<file path="src/rtl/branchpredictor_param.sv">
// Set-associative branch history table: combinational IF/ID/EX lookup, ID-stage
// allocation, EX-stage counter/target training and a set-by-set invalidate sweep.
module branchpredictor_param #(
  parameter int ADDR_W   = 11,
  parameter int SET_BITS = 4,
  parameter int WAYS     = 4,
  parameter int CTR_W    = 2
) (
  input  logic                CLK,
  input  logic                rst,
  input  logic                en,
  input  logic                stall,
  input  logic                ctx,
  input  logic                inv_req,
  output logic                busy,
  output logic [SET_BITS-1:0] dbg_clr_idx,
  input  logic [ADDR_W-1:0]   if_pc,
  output logic                if_hit,
  output logic                if_prediction,
  output logic [ADDR_W-1:0]   if_pbt,
  input  logic                id_valid,
  input  logic                id_is_jump,
  input  logic [ADDR_W-1:0]   id_pc,
  input  logic [ADDR_W-1:0]   id_target,
  output logic                id_hit,
  input  logic                ex_valid,
  input  logic [ADDR_W-1:0]   ex_pc,
  input  logic [ADDR_W-1:0]   ex_target,
  input  logic                ex_taken,
  input  logic                ex_compressed,
  output logic                ex_mispredict,
  output logic [ADDR_W-1:0]   ex_redirect
);
  localparam int SETS  = 1 << SET_BITS;
  localparam int TAG_W = ADDR_W - SET_BITS + 1;
  localparam int WAY_W = (WAYS > 1) ? $clog2(WAYS) : 1;
  localparam logic [CTR_W-1:0] CTR_MAX = '1;
  localparam logic [CTR_W-1:0] CTR_WNT = {1'b0, {(CTR_W-1){1'b1}}};

  typedef enum logic {S_IDLE, S_CLEAR} state_t;

  state_t                     state;
  logic [SET_BITS-1:0]        clr_idx;
  logic [SETS-1:0][WAY_W-1:0] fifo_ptr;

  logic [SETS-1:0][WAYS-1:0]  valid_q;
  logic [TAG_W-1:0]           tag_q    [SETS][WAYS];
  logic [ADDR_W-1:0]          target_q [SETS][WAYS];
  logic [CTR_W-1:0]           ctr_q    [SETS][WAYS];

  logic [SET_BITS-1:0] if_set, id_set, ex_set;
  logic [TAG_W-1:0]    if_tag, id_tag, ex_tag;

  assign if_set = if_pc[SET_BITS-1:0];
  assign id_set = id_pc[SET_BITS-1:0];
  assign ex_set = ex_pc[SET_BITS-1:0];
  assign if_tag = {ctx, if_pc[ADDR_W-1:SET_BITS]};
  assign id_tag = {ctx, id_pc[ADDR_W-1:SET_BITS]};
  assign ex_tag = {ctx, ex_pc[ADDR_W-1:SET_BITS]};

  logic             if_match, id_match, ex_match;
  logic [WAY_W-1:0] if_way, id_way, ex_way;

  always_comb begin
    if_match = 1'b0;
    id_match = 1'b0;
    ex_match = 1'b0;
    if_way   = '0;
    id_way   = '0;
    ex_way   = '0;
    for (int w = 0; w < WAYS; w++) begin
      if (valid_q[if_set][w] && (tag_q[if_set][w] == if_tag)) begin
        if_match = 1'b1;
        if_way   = WAY_W'(w);
      end
      if (valid_q[id_set][w] && (tag_q[id_set][w] == id_tag)) begin
        id_match = 1'b1;
        id_way   = WAY_W'(w);
      end
      if (valid_q[ex_set][w] && (tag_q[ex_set][w] == ex_tag)) begin
        ex_match = 1'b1;
        ex_way   = WAY_W'(w);
      end
    end
  end

  // Table contents are meaningless mid-sweep, so every port reports a miss while busy.
  logic ex_hit, ex_pred;

  assign busy          = (state == S_CLEAR);
  assign dbg_clr_idx   = clr_idx;
  assign if_hit        = if_match & ~busy;
  assign if_prediction = if_hit & ctr_q[if_set][if_way][CTR_W-1];
  assign if_pbt        = if_hit ? target_q[if_set][if_way] : '0;
  assign id_hit        = id_match & ~busy;
  assign ex_hit        = ex_match & ~busy;
  assign ex_pred       = ex_hit & ctr_q[ex_set][ex_way][CTR_W-1];

  assign ex_mispredict = ex_valid & ((ex_pred != ex_taken) |
                         (ex_pred & ex_taken & (target_q[ex_set][ex_way] != ex_target)));
  assign ex_redirect   = ex_taken ? ex_target
                                  : ex_pc + (ex_compressed ? ADDR_W'(1) : ADDR_W'(2));

  logic             inv_found;
  logic [WAY_W-1:0] inv_way, victim;

  // Walk downward so the lowest-index invalid way is the one left standing.
  always_comb begin
    inv_found = 1'b0;
    inv_way   = '0;
    for (int w = WAYS - 1; w >= 0; w--) begin
      if (!valid_q[id_set][w]) begin
        inv_found = 1'b1;
        inv_way   = WAY_W'(w);
      end
    end
  end

  assign victim = inv_found ? inv_way : fifo_ptr[id_set];

  logic idle_go, do_alloc, do_update;

  assign idle_go   = (state == S_IDLE) & en & ~stall & ~inv_req;
  assign do_alloc  = idle_go & id_valid & ~id_hit;
  assign do_update = idle_go & ex_valid & ex_hit &
                     ~(do_alloc & (id_set == ex_set) & (victim == ex_way));

  logic [CTR_W-1:0] ctr_cur, ctr_nxt;

  assign ctr_cur = ctr_q[ex_set][ex_way];

  always_comb begin
    ctr_nxt = ctr_cur;
    if (ex_taken) begin
      if (ctr_cur != CTR_MAX) ctr_nxt = ctr_cur + 1'b1;
    end else if (ctr_cur != '0) begin
      ctr_nxt = ctr_cur - 1'b1;
    end
  end

  always_ff @(posedge CLK or posedge rst) begin
    if (rst) begin
      state    <= S_CLEAR;
      clr_idx  <= '0;
      fifo_ptr <= '0;
    end else begin
      case (state)
        S_IDLE: begin
          if (inv_req) begin
            state   <= S_CLEAR;
            clr_idx <= '0;
          end
          if (do_alloc && !inv_found) begin
            fifo_ptr[id_set] <= (fifo_ptr[id_set] == WAY_W'(WAYS - 1)) ? '0
                                                                      : fifo_ptr[id_set] + 1'b1;
          end
        end
        S_CLEAR: begin
          fifo_ptr[clr_idx] <= '0;
          if (inv_req) begin
            clr_idx <= '0;
          end else if (clr_idx == SET_BITS'(SETS - 1)) begin
            state <= S_IDLE;
          end else begin
            clr_idx <= clr_idx + 1'b1;
          end
        end
        default: state <= S_CLEAR;
      endcase
    end
  end

  // Allocation is written last so it overrides an update aimed at the same entry.
  always_ff @(posedge CLK) begin
    if (busy) begin
      valid_q[clr_idx] <= '0;
    end else begin
      if (do_update) begin
        ctr_q[ex_set][ex_way] <= ctr_nxt;
        if (ex_taken) target_q[ex_set][ex_way] <= ex_target;
      end
      if (do_alloc) begin
        valid_q[id_set][victim]  <= 1'b1;
        tag_q[id_set][victim]    <= id_tag;
        target_q[id_set][victim] <= id_target;
        ctr_q[id_set][victim]    <= id_is_jump ? CTR_MAX : CTR_WNT;
      end
    end
  end

endmodule

</file>
<file path="config.mk">
export PLATFORM = sky130hd
export DESIGN_NAME = branchpredictor_param
export DESIGN_NICKNAME = d
export VERILOG_FILES = /design/src/rtl/branchpredictor_param.sv
export SDC_FILE = /design/constraint.sdc
export NUM_CORES = 2
export LEC_CHECK = 0
export CAP_MARGIN = 20
export CORE_ASPECT_RATIO = 1.2
export CORE_MARGIN = 1
export CORE_UTILIZATION = 40
export DETAILED_ROUTE_END_ITERATION = 12
export PLACE_DENSITY = 0.59
export SYNTH_ARGS = -nofsm -noshare
export SYNTH_HDL_FRONTEND = slang
export SYNTH_SLANG_ARGS = --single-unit
</file>
<file path="constraint.sdc">
create_clock -name CLK -period 12.3 [get_ports CLK]
set_input_delay 3.69 -clock CLK [delete_from_list [all_inputs] [get_ports CLK]]
set_output_delay 3.69 -clock CLK [all_outputs]
set_load 0.02 [all_outputs]
</file>
==> impl_metrics.toml <==
[yosys]
synth_edf_count = 1344
post-synth-top-area-fraction_pct = 47.2
ys_seq_elements = 1445
synth_nets = 6216
synthFlopType = "edfxtp_1"
synth_area_leaders = "edfxtp_1, mux4_2, o21ai_0, nand2_1, mux2_2"
synth_area_um2 = 85600
synth_async_sr_flop_share_pct = 2.56
yosysUniqueCellTypes = 100
post-synth-top-area-cell = "edfxtp_1"
synth_area_per_cell_um2 = 13.9
ys_seq_area_share_pct = 49.7
syn_inst = 6142
yosys_warnings = 0

[cells_and_area]
layout.nets = 6307
mostFrequentLayoutCells = "edfxtp_1, mux4_2, nand2_1"
final_cells = 9174
syn_to_final_growth_pct = 11.8
drive_gt1_share_pct = 30.4
layout_commonest_cell = "edfxtp_1"

[clocking]
cts_root_buf = "clkbuf_16"
htreeDepth = 4
cts_setup_buffers = 0
cts.sinks = 1445
path_clk_slew_ns = 0.06
numCtsBuffers = 155
cts_tree = "built"
worstSkewPairLatency_ns = 0.86
clock_path_buffers = 3
hold_buffers = 0

[route]
post_drt_wl_per_cell_um = 36.6
wirelength_um = 335000
drt_iter0_markers = 9528
vias_per_cell = 6.79
via_count = 62300
dr.pass1.iters = 12
ant_nets = 0
drc = 6

[power]
powerDensity_nw_per_um2 = 119
power_mw = 11.3
peakVddDrop_uv = 128
leakagePower_nw = 31.4

[hold_path]
hold_path_class = "reg -> reg"

[floorplanning]
rows = 185
die_h_um = 509
fp.dieArea_um2 = 216000
dieWidth_um = 424
start_util_pct = 40.3
core_area_um2 = 212000
num_io_pins = 97

[global_route]
grt_pass1_vias = 60400
overflow = 0
grt_pass1_wl_um = 467000
grt_usage_pct = 30.7
grt_max_degree = 110
antenna_found_initial = 23

[placement]
io_buffers = 96
dp_slack_ns = -0.911
place_inst = 8878
place_congestion = 0.998
hpwl_um = 225000

[setup_path]
cp-end-kind = "primary output"
critPathLaunchType = "primary input"
critPathRequiredTime_ns = 8.61
critPathMaxFanout = 31
cp_data_arrival_time_ns = 8.49
crit_type = "in -> out"

[status]
status = "finished, violations left"
violations = "DRC"

[job]
maxCapViolations = 0

[sta]
worst_slew_margin_rel_pct = 15.2
drv_slew = 0
setup_violations = 0
min_period_ns = 12.18
rsz0062_at_grt = "no"
timing.fmax_mhz = 82.1
skew_ns = 0.0503
period_share_pct = 99.0
tightest_slew_ns = 1.26
hold_viol = 0
setup_ws_ns = 0.119
==> critical path: stages <==
cell	delay, ns
buf_12	0.18
buf_12	0.19
buf_12	0.21
buf_6	0.30
buf_12	0.31
mux4_2	0.57
o21ai_1	0.36
buf_4	0.18
a21oi_1	0.28
nor4_4	0.63
a311oi_1	0.19
nand2_1	0.10
o311ai_0	0.13
nor4_1	0.39
a31oi_1	0.15
buf_4	0.19
dlygate4sd2_1	0.33
==> through the flow <==
step	setup TNS [ns]	instance area (um2)	utilization, %	hold slack (ns)
2_1_floorplan	0	85600	-	0.461
3_3_place_gp	-1.00	90700	42.7	0.478
3_5_place_dp	-0.911	90700	42.7	0.489
4_1_cts	0	95500	45.0	0.502
5_1_grt	0	95600	45.1	0.532
6_report	0	95700	45.1	0.499
==> logic make-up after synthesis <==
kind of cell               count (synthesis)  share of synthesized area (%)
AOI/OAI and AO/OA                       1131                           7.43
xor gates and xnor gates                 115                           1.19
adders and majority gates                  9                          0.142
buffers and inverters                    749                           4.62
DFF                                     1445                           49.7
muxes                                   1309                           29.7
and+or+nand+nor                         1384                           7.13
==> final cells by class <==
cell class,count,area [um2]
Fill cell,18700,117000
Sequential cell,1445,42600
Multi-Input combinational cell,3948,39300
Timing Repair Buffer,580,5060
Clock buffer,194,4090
Tap cell,2805,3510
Clock inverter,88,661
Inverter,103,392
Antenna cell,11,27.5
==> sequential cells by signal (all words and copies together), names as in the netlist <==
signal	count
tag_q	512
valid_q	64
ctr_q	128
fifo_ptr	32
target_q	704
dbg_clr_idx	4
busy	1
==> where the power goes <==
part,total [mW],switching [mW],internal (mW)
combinational,1.38,0.808,0.569
sequential,5.40,0.0193,5.38
clock,4.57,2.11,2.46
total,11.3,2.94,8.41
==> path summary, 6_finish.rpt <==
| kind | from | to | slack [ns] | cells past startpoint |
|---|---|---|---|---|
| max | ex_pc[0] | ex_mispredict | 0.12 | 17 |
| min | fifo_ptr[22]$_DFFE_PP0P_ | fifo_ptr[22]$_DFFE_PP0P_ | 0.50 | 2 |
| max reg2reg | valid_q[14]$_DFFE_PP_ | target_q[1][22]$_DFFE_PP_ | 6.17 | 12 |
| min reg2reg | fifo_ptr[22]$_DFFE_PP0P_ | fifo_ptr[22]$_DFFE_PP0P_ | 0.50 | 2 |
| max in group asynchronous | rst | fifo_ptr[18]$_DFFE_PP0P_ | 8.64 | 3 |
| min in group asynchronous | rst | dbg_clr_idx[0]$_DFFE_PP0P_ | 3.29 | 3 |
==> Yosys cell counts (15+ instances only) <==
| library cell | n |
|---|---|
| o21ai_1 | 140 |
| mux2_1 | 63 |
| nand2_1 | 804 |
| buf_1 | 47 |
| a211oi_1 | 28 |
| xnor2_1 | 62 |
| o22ai_1 | 33 |
| buf_2 | 192 |
| a21oi_1 | 67 |
| nor3_1 | 50 |
| mux4_1 | 43 |
| nor4_1 | 44 |
| buf_4 | 53 |
| a21o_1 | 31 |
| mux4_2 | 891 |
| mux2_2 | 159 |
| buf_12 | 17 |
| buf_8 | 15 |
| inv_1 | 80 |
| dfrtp_1 | 36 |
| edfxtp_1 | 1344 |
| clkbuf_1 | 290 |
| mux2i_1 | 138 |
| xor2_1 | 52 |
| nand3_1 | 226 |
| nor2_1 | 114 |
| o21ai_0 | 694 |
| dfxtp_1 | 64 |
| buf_6 | 18 |
| mux4_4 | 15 |
| nand4_1 | 38 |
| a22oi_1 | 40 |
==> routing by layer <==
metal	vias to the layer above	track usage, %	part of all wire (%)
li1	24700	-	-
met1	31600	37.0	34
met2	4726	48.4	46
met3	1205	7.97	12
met4	16	21.0	8.3
met5	-	0	0.031
==> what timing repair did <==
item | 4_1_cts | 5_1_grt
pin swaps | 0 | 3
gates resized for setup | 13 | 15
endpoints found under the setup margin | 1 | 1
(Power assumes the default switching activity.)
